## src/rtl/dmem_arb_if.sv

```systemverilog
// Bus bundle for dmem_arb: core port, external loader/debug port, memory port
// and a state debug tap.
interface dmem_arb_if #(
    parameter int DW = 16,
    parameter int AW = 8
);
    logic          c_req;
    logic          c_we;
    logic [AW-1:0] c_ad;
    logic [DW-1:0] c_wd;
    logic [DW-1:0] c_rd;
    logic          c_done;
    logic          c_stall;

    logic          x_req;
    logic          x_we;
    logic [AW-1:0] x_ad;
    logic [DW-1:0] x_wd;
    logic [DW-1:0] x_rd;
    logic          x_ack;

    logic          m_we;
    logic [AW-1:0] m_ad;
    logic [DW-1:0] m_wd;
    logic [DW-1:0] m_rd;

    logic [2:0]    dbg_state;

    modport slave (
        input  c_req, c_we, c_ad, c_wd,
        input  x_req, x_we, x_ad, x_wd,
        input  m_rd,
        output c_rd, c_done, c_stall,
        output x_rd, x_ack,
        output m_we, m_ad, m_wd,
        output dbg_state
    );

    modport master (
        output c_req, c_we, c_ad, c_wd,
        output x_req, x_we, x_ad, x_wd,
        output m_rd,
        input  c_rd, c_done, c_stall,
        input  x_rd, x_ack,
        input  m_we, m_ad, m_wd,
        input  dbg_state
    );
endinterface

```

## src/rtl/dmem_arb.sv

```systemverilog
// Two-requester arbiter (core, external) in front of a single-port synchronous
// data memory. One access at a time, alternating grants under contention.
module dmem_arb #(
    parameter int DW = 16,
    parameter int AW = 8
) (
    input logic        clk,
    input logic        rst,
    dmem_arb_if.slave  bus
);

    // Handshake: a requester raises req; it is sampled only in IDLE. Once
    // granted, we/ad/wd are latched and req may drop. Completion is a
    // one-cycle done/ack pulse two cycles after the grant; read data is on
    // c_rd/x_rd in that cycle and held until the next completed read.
    typedef enum logic [2:0] {
        IDLE = 3'd0,
        CACC = 3'd1,
        CRSP = 3'd2,
        XACC = 3'd3,
        XRSP = 3'd4
    } state_t;

    state_t        state;
    state_t        state_nx;
    logic          last_x;
    logic          grant_c;
    logic          grant_x;
    logic          l_we;
    logic [AW-1:0] l_ad;
    logic [DW-1:0] l_wd;
    logic [DW-1:0] c_rd_q;
    logic [DW-1:0] x_rd_q;
    logic          acc;

    always_comb begin
        state_nx = state;
        grant_c  = 1'b0;
        grant_x  = 1'b0;
        case (state)
            IDLE: begin
                if (bus.c_req && (!bus.x_req || last_x)) begin
                    grant_c  = 1'b1;
                    state_nx = CACC;
                end else if (bus.x_req) begin
                    grant_x  = 1'b1;
                    state_nx = XACC;
                end
            end
            CACC:    state_nx = CRSP;
            CRSP:    state_nx = IDLE;
            XACC:    state_nx = XRSP;
            XRSP:    state_nx = IDLE;
            default: state_nx = IDLE;
        endcase
    end

    always_ff @(posedge clk) begin
        if (rst) begin
            state  <= IDLE;
            last_x <= 1'b1;
            l_we   <= 1'b0;
            l_ad   <= '0;
            l_wd   <= '0;
            c_rd_q <= '0;
            x_rd_q <= '0;
        end else begin
            state <= state_nx;
            if (grant_c) begin
                last_x <= 1'b0;
                l_we   <= bus.c_we;
                l_ad   <= bus.c_ad;
                l_wd   <= bus.c_wd;
            end else if (grant_x) begin
                last_x <= 1'b1;
                l_we   <= bus.x_we;
                l_ad   <= bus.x_ad;
                l_wd   <= bus.x_wd;
            end
            if (state == CRSP && !l_we) c_rd_q <= bus.m_rd;
            if (state == XRSP && !l_we) x_rd_q <= bus.m_rd;
        end
    end

    // rst gates the access cycle so a reset landing in CACC/XACC cannot
    // commit a write at the same edge that clears the FSM.
    assign acc = (state == CACC || state == XACC) && !rst;

    assign bus.m_we  = acc & l_we;
    assign bus.m_ad  = acc ? l_ad : '0;
    assign bus.m_wd  = acc ? l_wd : '0;

    assign bus.c_done  = (state == CRSP);
    assign bus.x_ack   = (state == XRSP);
    assign bus.c_stall = bus.c_req & ~bus.c_done;

    // Memory data is forwarded in the done cycle, then held by the register.
    assign bus.c_rd = (state == CRSP && !l_we) ? bus.m_rd : c_rd_q;
    assign bus.x_rd = (state == XRSP && !l_we) ? bus.m_rd : x_rd_q;

    assign bus.dbg_state = state;

endmodule

```

## src/flat_wrapper.sv

```systemverilog
// flat-port wrapper written by rule: the top's interface ports become plain ports
module dmem_arb_flat 
#(
    parameter int DW = 16,
    parameter int AW = 8
)
  (clk, rst, bus_c_req, bus_c_we, bus_c_ad, bus_c_wd, bus_x_req, bus_x_we, bus_x_ad, bus_x_wd, bus_m_rd, bus_c_rd, bus_c_done, bus_c_stall, bus_x_rd, bus_x_ack, bus_m_we, bus_m_ad, bus_m_wd, bus_dbg_state);
  dmem_arb_if #(.DW(DW), .AW(AW)) bus_i ();
  input logic clk;
  input logic rst;
  input wire logic [$bits(bus_i.c_req)-1:0] bus_c_req;
  input wire logic [$bits(bus_i.c_we)-1:0] bus_c_we;
  input wire logic [$bits(bus_i.c_ad)-1:0] bus_c_ad;
  input wire logic [$bits(bus_i.c_wd)-1:0] bus_c_wd;
  input wire logic [$bits(bus_i.x_req)-1:0] bus_x_req;
  input wire logic [$bits(bus_i.x_we)-1:0] bus_x_we;
  input wire logic [$bits(bus_i.x_ad)-1:0] bus_x_ad;
  input wire logic [$bits(bus_i.x_wd)-1:0] bus_x_wd;
  input wire logic [$bits(bus_i.m_rd)-1:0] bus_m_rd;
  output wire logic [$bits(bus_i.c_rd)-1:0] bus_c_rd;
  output wire logic [$bits(bus_i.c_done)-1:0] bus_c_done;
  output wire logic [$bits(bus_i.c_stall)-1:0] bus_c_stall;
  output wire logic [$bits(bus_i.x_rd)-1:0] bus_x_rd;
  output wire logic [$bits(bus_i.x_ack)-1:0] bus_x_ack;
  output wire logic [$bits(bus_i.m_we)-1:0] bus_m_we;
  output wire logic [$bits(bus_i.m_ad)-1:0] bus_m_ad;
  output wire logic [$bits(bus_i.m_wd)-1:0] bus_m_wd;
  output wire logic [$bits(bus_i.dbg_state)-1:0] bus_dbg_state;
  assign bus_i.c_req = bus_c_req;
  assign bus_i.c_we = bus_c_we;
  assign bus_i.c_ad = bus_c_ad;
  assign bus_i.c_wd = bus_c_wd;
  assign bus_i.x_req = bus_x_req;
  assign bus_i.x_we = bus_x_we;
  assign bus_i.x_ad = bus_x_ad;
  assign bus_i.x_wd = bus_x_wd;
  assign bus_i.m_rd = bus_m_rd;
  assign bus_c_rd = bus_i.c_rd;
  assign bus_c_done = bus_i.c_done;
  assign bus_c_stall = bus_i.c_stall;
  assign bus_x_rd = bus_i.x_rd;
  assign bus_x_ack = bus_i.x_ack;
  assign bus_m_we = bus_i.m_we;
  assign bus_m_ad = bus_i.m_ad;
  assign bus_m_wd = bus_i.m_wd;
  assign bus_dbg_state = bus_i.dbg_state;
  dmem_arb #(.DW(DW), .AW(AW)) u_core (.clk(clk), .rst(rst), .bus(bus_i));
endmodule
```

## config.mk

```make
export PLATFORM = sky130hd
export DESIGN_NAME = dmem_arb_flat
export DESIGN_NICKNAME = d
export VERILOG_FILES = /design/src/rtl/dmem_arb_if.sv /design/src/rtl/dmem_arb.sv /design/src/flat_wrapper.sv
export SDC_FILE = /design/constraint.sdc
export NUM_CORES = 1
export LEC_CHECK = 0
export ABC_AREA = 1
export ABC_CLOCK_PERIOD_IN_PS = 1400
export CORE_UTILIZATION = 38
export DETAILED_ROUTE_END_ITERATION = 10
export GPL_ROUTABILITY_DRIVEN = 0
export PLACE_DENSITY = 0.73
export SLEW_MARGIN = 20
export SYNTH_ARGS = -nofsm -noshare
export SYNTH_HDL_FRONTEND = slang
export SYNTH_SLANG_ARGS = --single-unit
```

## constraint.sdc

```tcl
create_clock -name clk -period 1.4 [get_ports clk]
set_clock_uncertainty 0.2 [all_clocks]
set_input_delay 0.14 -clock clk [delete_from_list [all_inputs] [get_ports clk]]
set_output_delay 0.14 -clock clk [all_outputs]
set_load 0.02 [all_outputs]
```

# Word-level counts from Yosys, hierarchy flattened
# Index checks and enable logic that the tools add are counted.
# totals
register_bits,61
inputBits,70
out_inout_bits,63
word_cells,46
# op_classes
eq_ne,5
n_mux,20
bitwise_logic,3
reduce_logical,11
# op_table
operator,n
$mux W16,5
$mux W8,3
$mux W1,9
$pmux W3 S3,1
$eq A3 B2 Y1 const B,2
$mux W3,2
$logic_and A1 B1 Y1,4
$eq A3 B1 Y1 const B,1
$eq A3 B3 Y1 const B,1
$logic_not A1 Y1,3
$logic_not A3 Y1,1
$ne A3 B2 Y1 const B,1
$and A1 B1 Y1,2
$logic_or A1 B1 Y1,2
$reduce_bool A2 Y1,1
$not A1 Y1,1

# Depth between registers and ports, before layout
# Gate-level depths: netlist of the first run.
# logic_depth
word_depth,7
depth_mapped,9
ltp_nobuf,8

# Worst setup path after synthesis of the first run
# No wires, ideal clock.
# synth_timing
kind,reg2out
start,"register u_core.state[2], in the netlist u_core.bus.dbg_state[2]"
end,output bus_x_rd[10]
arrival_time_ns,1.571
t_required_ns,1.060
path_slack_ns,-0.511
stages_incl_launch_ff,7
n_path_buf,1
path_cell_list,dfxtp_1 > inv_2 > nor2_1 > nand2_1 > buf_2 > o21ai_1 > inv_1
# synth_via
elab_chain_len,3
# synth_rtl
element,line,text
from (decl),dmem_arb.sv:24,state_t state;
from (signal assigned),dmem_arb.sv:68,state <= state_nx;
$eq A3 B3 Y1,--,
via bus_x_ack,flat_wrapper.sv:24,output wire logic [$bits(bus_i.x_ack)-1:0] bus_x_ack;
$logic_and A1 B1 Y1,dmem_arb.sv:99,assign bus.x_rd = (state == XRSP && !l_we) ? bus.m_rd : x_rd_q;
$mux W16,dmem_arb.sv:99,
to (decl),flat_wrapper.sv:23,output wire logic [$bits(bus_i.x_rd)-1:0] bus_x_rd;
# The timed path passes the listed nets, and every way through them passes these cells.

# Worst setup path after layout of the first run
# layout_timing
start,"register u_core.state[1], in the netlist u_core.bus.dbg_state[1]"
end,output bus_c_rd[12]
# layout_via
elab_chain_len,3
# layout_rtl
element,line,text
$eq A3 B2 Y1,dmem_arb.sv:98,assign bus.c_rd = (state == CRSP && !l_we) ? bus.m_rd : c_rd_q;
$logic_and A1 B1 Y1,dmem_arb.sv:98,
$mux W16,dmem_arb.sv:98,
to (decl),flat_wrapper.sv:20,output wire logic [$bits(bus_i.c_rd)-1:0] bus_c_rd;
# Every way passes these cells.

==> impl_metrics.json, run 1 <==
{
  "status": "complete, but fails checks",
  "violations": "negative setup slack",
  "totalWireLength_um": 19400,
  "cts_root_buffer": "clkbuf_8",
  "ff2ff_setup_slack_ns": -0.47,
  "timing.final.crit_period_ns": 2.15,
  "drtIter0Drc": 438,
  "holdWs_ns": 0.304,
  "crit_arrival_ns": 1.81,
  "fillers": 246,
  "diodes": 0,
  "initial_core_util_pct": 39.4,
  "p_leak_nw": 3.35,
  "final_common_cell": "buf_6",
  "hp-start": "bus_x_wd[14]",
  "syn_avg_cell_area_um2": 6.09,
  "critPathLaunchType": "flop",
  "setup_viol": 123,
  "cts.sinks": 61,
  "rsz0062_at_grt": "true",
  "io_buffer_count": 132,
  "yosys.area.top_type": "dfxtp_1",
  "syn_area_um2": 3060,
  "yosysUniqueCellTypes": 18,
  "power_frac_clock_pct": 21.5,
  "required_ns": 1.06,
  "place_hpwl_um": 6680,
  "ys_ff_latch": 61,
  "postPlaceCellArea_um2": 5180,
  "syn-instance-count": 503,
  "clk_latency_ns": 0.36,
  "fin_area_um2": 7230,
  "pwr-share-seq_pct": 27.3,
  "switchingPower_mw": 3.06,
  "h-tree-depth": 3,
  "maxCapViolCount": 0,
  "hold_violations": 0,
  "ys_seq_area_share_pct": 39.9,
  "dr.pass1.iters": 5,
  "postRouteAntennaNets": 0,
  "antenna_found_initial": 0,
  "regArea_um2": 1230,
  "p_int_mw": 4.40,
  "via_per_inst": 5.66,
  "clock_path_buffers": 2,
  "startpoint": "u_core.bus.dbg_state[1]$_SDFFE_PP0P_",
  "drc": 0,
  "yosysTopAreaCellShare_pct": 39.9,
  "crit_type": "flop to output port",
  "routedWlPerCell_um": 23.5,
  "grt_overflow_total": 0,
  "crit_fanout": 8,
  "grt_pass1_vias": 4214,
  "grt.total_usage_pct": 31.6,
  "power_density_nw_per_um2": 1030,
  "multi_input_area_um2": 2630,
  "rows": 32,
  "worst_slack_ns": -0.751,
  "slew_headroom_pct": 66.3,
  "hold_buffers": 0,
  "cts_tree": "yes",
  "p_sw_share_pct": 41.0,
  "dieArea_um2": 8420,
  "worst_setup_path_end_kind": "output port",
  "grt_max_degree": 34,
  "clk_pin_slew_ns": 0.07,
  "area_growth_syn_to_layout_pct": 136,
  "combPwrFrac_pct": 51.2,
  "slew_violations": 0,
  "die_w_um": 91.8,
  "nets": 787,
  "num_vias": 4660,
  "final_util_pct": 93.0,
  "max_freq_ghz": 0.465,
  "final_cell_mix": "98 x buf_6, 69 x clkdlybuf4s50_1, 58 x inv_1, 58 x dfxtp_1, 45 x nor2_1",
  "post-route-period-util_pct": 154,
  "die_height_um": 91.8,
  "drive_gt1_share_pct": 60.2,
  "ir_worst_vdd_mv": 0.639,
  "core_um2": 7770,
  "grt_pass1_wl_um": 20600,
  "worstMarginPinSlew_ns": 0.505,
  "numCtsBuffers": 9,
  "r2r-start": "u_core.bus.dbg_state[0]$_SDFFE_PP0P_",
  "yosysWarnings": 0,
  "min_path_type": "input port to flop",
  "ys_top_cells_by_area": "dfxtp_1 40%, nor2_1 14%, nand2_1 14%",
  "ioPinCount": 133,
  "synth.net_count": 573
}
==> stage by stage <==
step / setup WS [ns] / TNS, ns / cells / power, mW
final: -0.751 / -56.22 / 824 / 7.46
after global routing: -0.785 / -60.18 / 824 / 7.62
after CTS: -0.613 / -38.93 / 806 / 6.30
after detailed placement: -0.681 / -48.67 / 760 / 4.23
after global placement: -0.642 / -44.95 / 760 / 4.17
after floorplan: -0.220 / -12.68 / 503 / 3.33
==> state kept, by name, summed over array words and instances, names as in the netlist <==
signal and flops:
u_core.c_rd_q 16, u_core.l_wd 16, u_core.x_rd_q 16, u_core.l_ad 8, u_core.bus.dbg_state 3, u_core.l_we 1, u_core.last_x 1
==> critical path, cell delays in order (launching register included) <==
cell	delay, ns
dfxtp_4	0.37
inv_4	0.05
nor3_4	0.26
nand2_4	0.15
clkbuf_16	0.22
o21ai_4	0.20
inv_2	0.07
buf_6	0.13
==> layer usage <==
metal / vias to the layer above / wire (um) / global-route usage, %
met4: 0 / 1420 / 15.0
li1: 1925 / - / -
met5: - / 0 / 0
met1: 2240 / 6830 / 34.4
met2: 370 / 9650 / 59.1
met3: 125 / 1470 / 5.56
==> cells in the mapped netlist <==
cell / n
nor2_1: 112
inv_2: 6
dfxtp_1: 61
o21ai_2: 1
buf_2: 18
nand3_1: 53
buf_6: 1
a21oi_4: 1
nor3_2: 1
inv_1: 90
nor2_4: 1
o21ai_1: 32
nand2_2: 3
a21oi_1: 1
clkbuf_1: 9
o211ai_1: 1
o21ai_0: 1
nand2_1: 111
==> cell type report <==
class / count / area share [%]
Timing Repair Buffer: 231 / 37.2
Clock inverter: 4 / 0.277
Clock buffer: 12 / 2.30
Multi-Input combinational cell: 318 / 36.3
Tap cell: 102 / 1.77
Inverter: 96 / 5.06
Sequential cell: 61 / 17.1
==> cell families (layout without fill, tap and decap cells) <==
kind of cell / Yosys count / count (layout) / synth area share, %
buffers and inverters: 124 / 343 / 16.2
AND/OR/NAND/NOR: 281 / 281 / 37.3
flip-flops: 61 / 61 / 39.9
AO/OA/AOI/OAI: 37 / 37 / 6.62
==> worst paths after layout <==
check	end	cells past startpoint
setup / recovery	bus_c_rd[12]	7
hold / removal	u_core.l_wd[14]$_SDFFE_PP0P_	5
setup reg to reg	u_core.l_wd[1]$_SDFFE_PP0P_	11
hold reg to reg	u_core.c_rd_q[7]$_SDFF_PP0_	4
==> power groups by stage <==
stage               logic, mW  registers (mW)  clock network, mW
finish                   3.82            2.04               1.60
global route             3.93            2.04               1.65
CTS                      2.82            1.99               1.49
detailed placement       2.20            2.03                  0
global placement         2.15            2.02                  0
floorplan                1.30            2.03                  0
==> what timing repair did <==
action                                  4_1_cts  5_1_grt
pin swaps                                    57       82
cloned                                       12        7
endpoints found under the setup margin      123      121
setup buffers                                26       29
gates resized for setup                     475      211
Power figures use the tool's default switching activity.
==> run 2: changes to the inputs <==
--- a/config.mk
+++ b/config.mk
@@ -8,6 +8,7 @@
 export ABC_AREA = 1
 export ABC_CLOCK_PERIOD_IN_PS = 1400
 export CORE_UTILIZATION = 38
+export CTS_CLUSTER_DIAMETER = 200
 export DETAILED_ROUTE_END_ITERATION = 10
 export GPL_ROUTABILITY_DRIVEN = 0
 export PLACE_DENSITY = 0.73
==> results of run 2 <==
Final layout, timing and power as in run 1 (identical DEF).
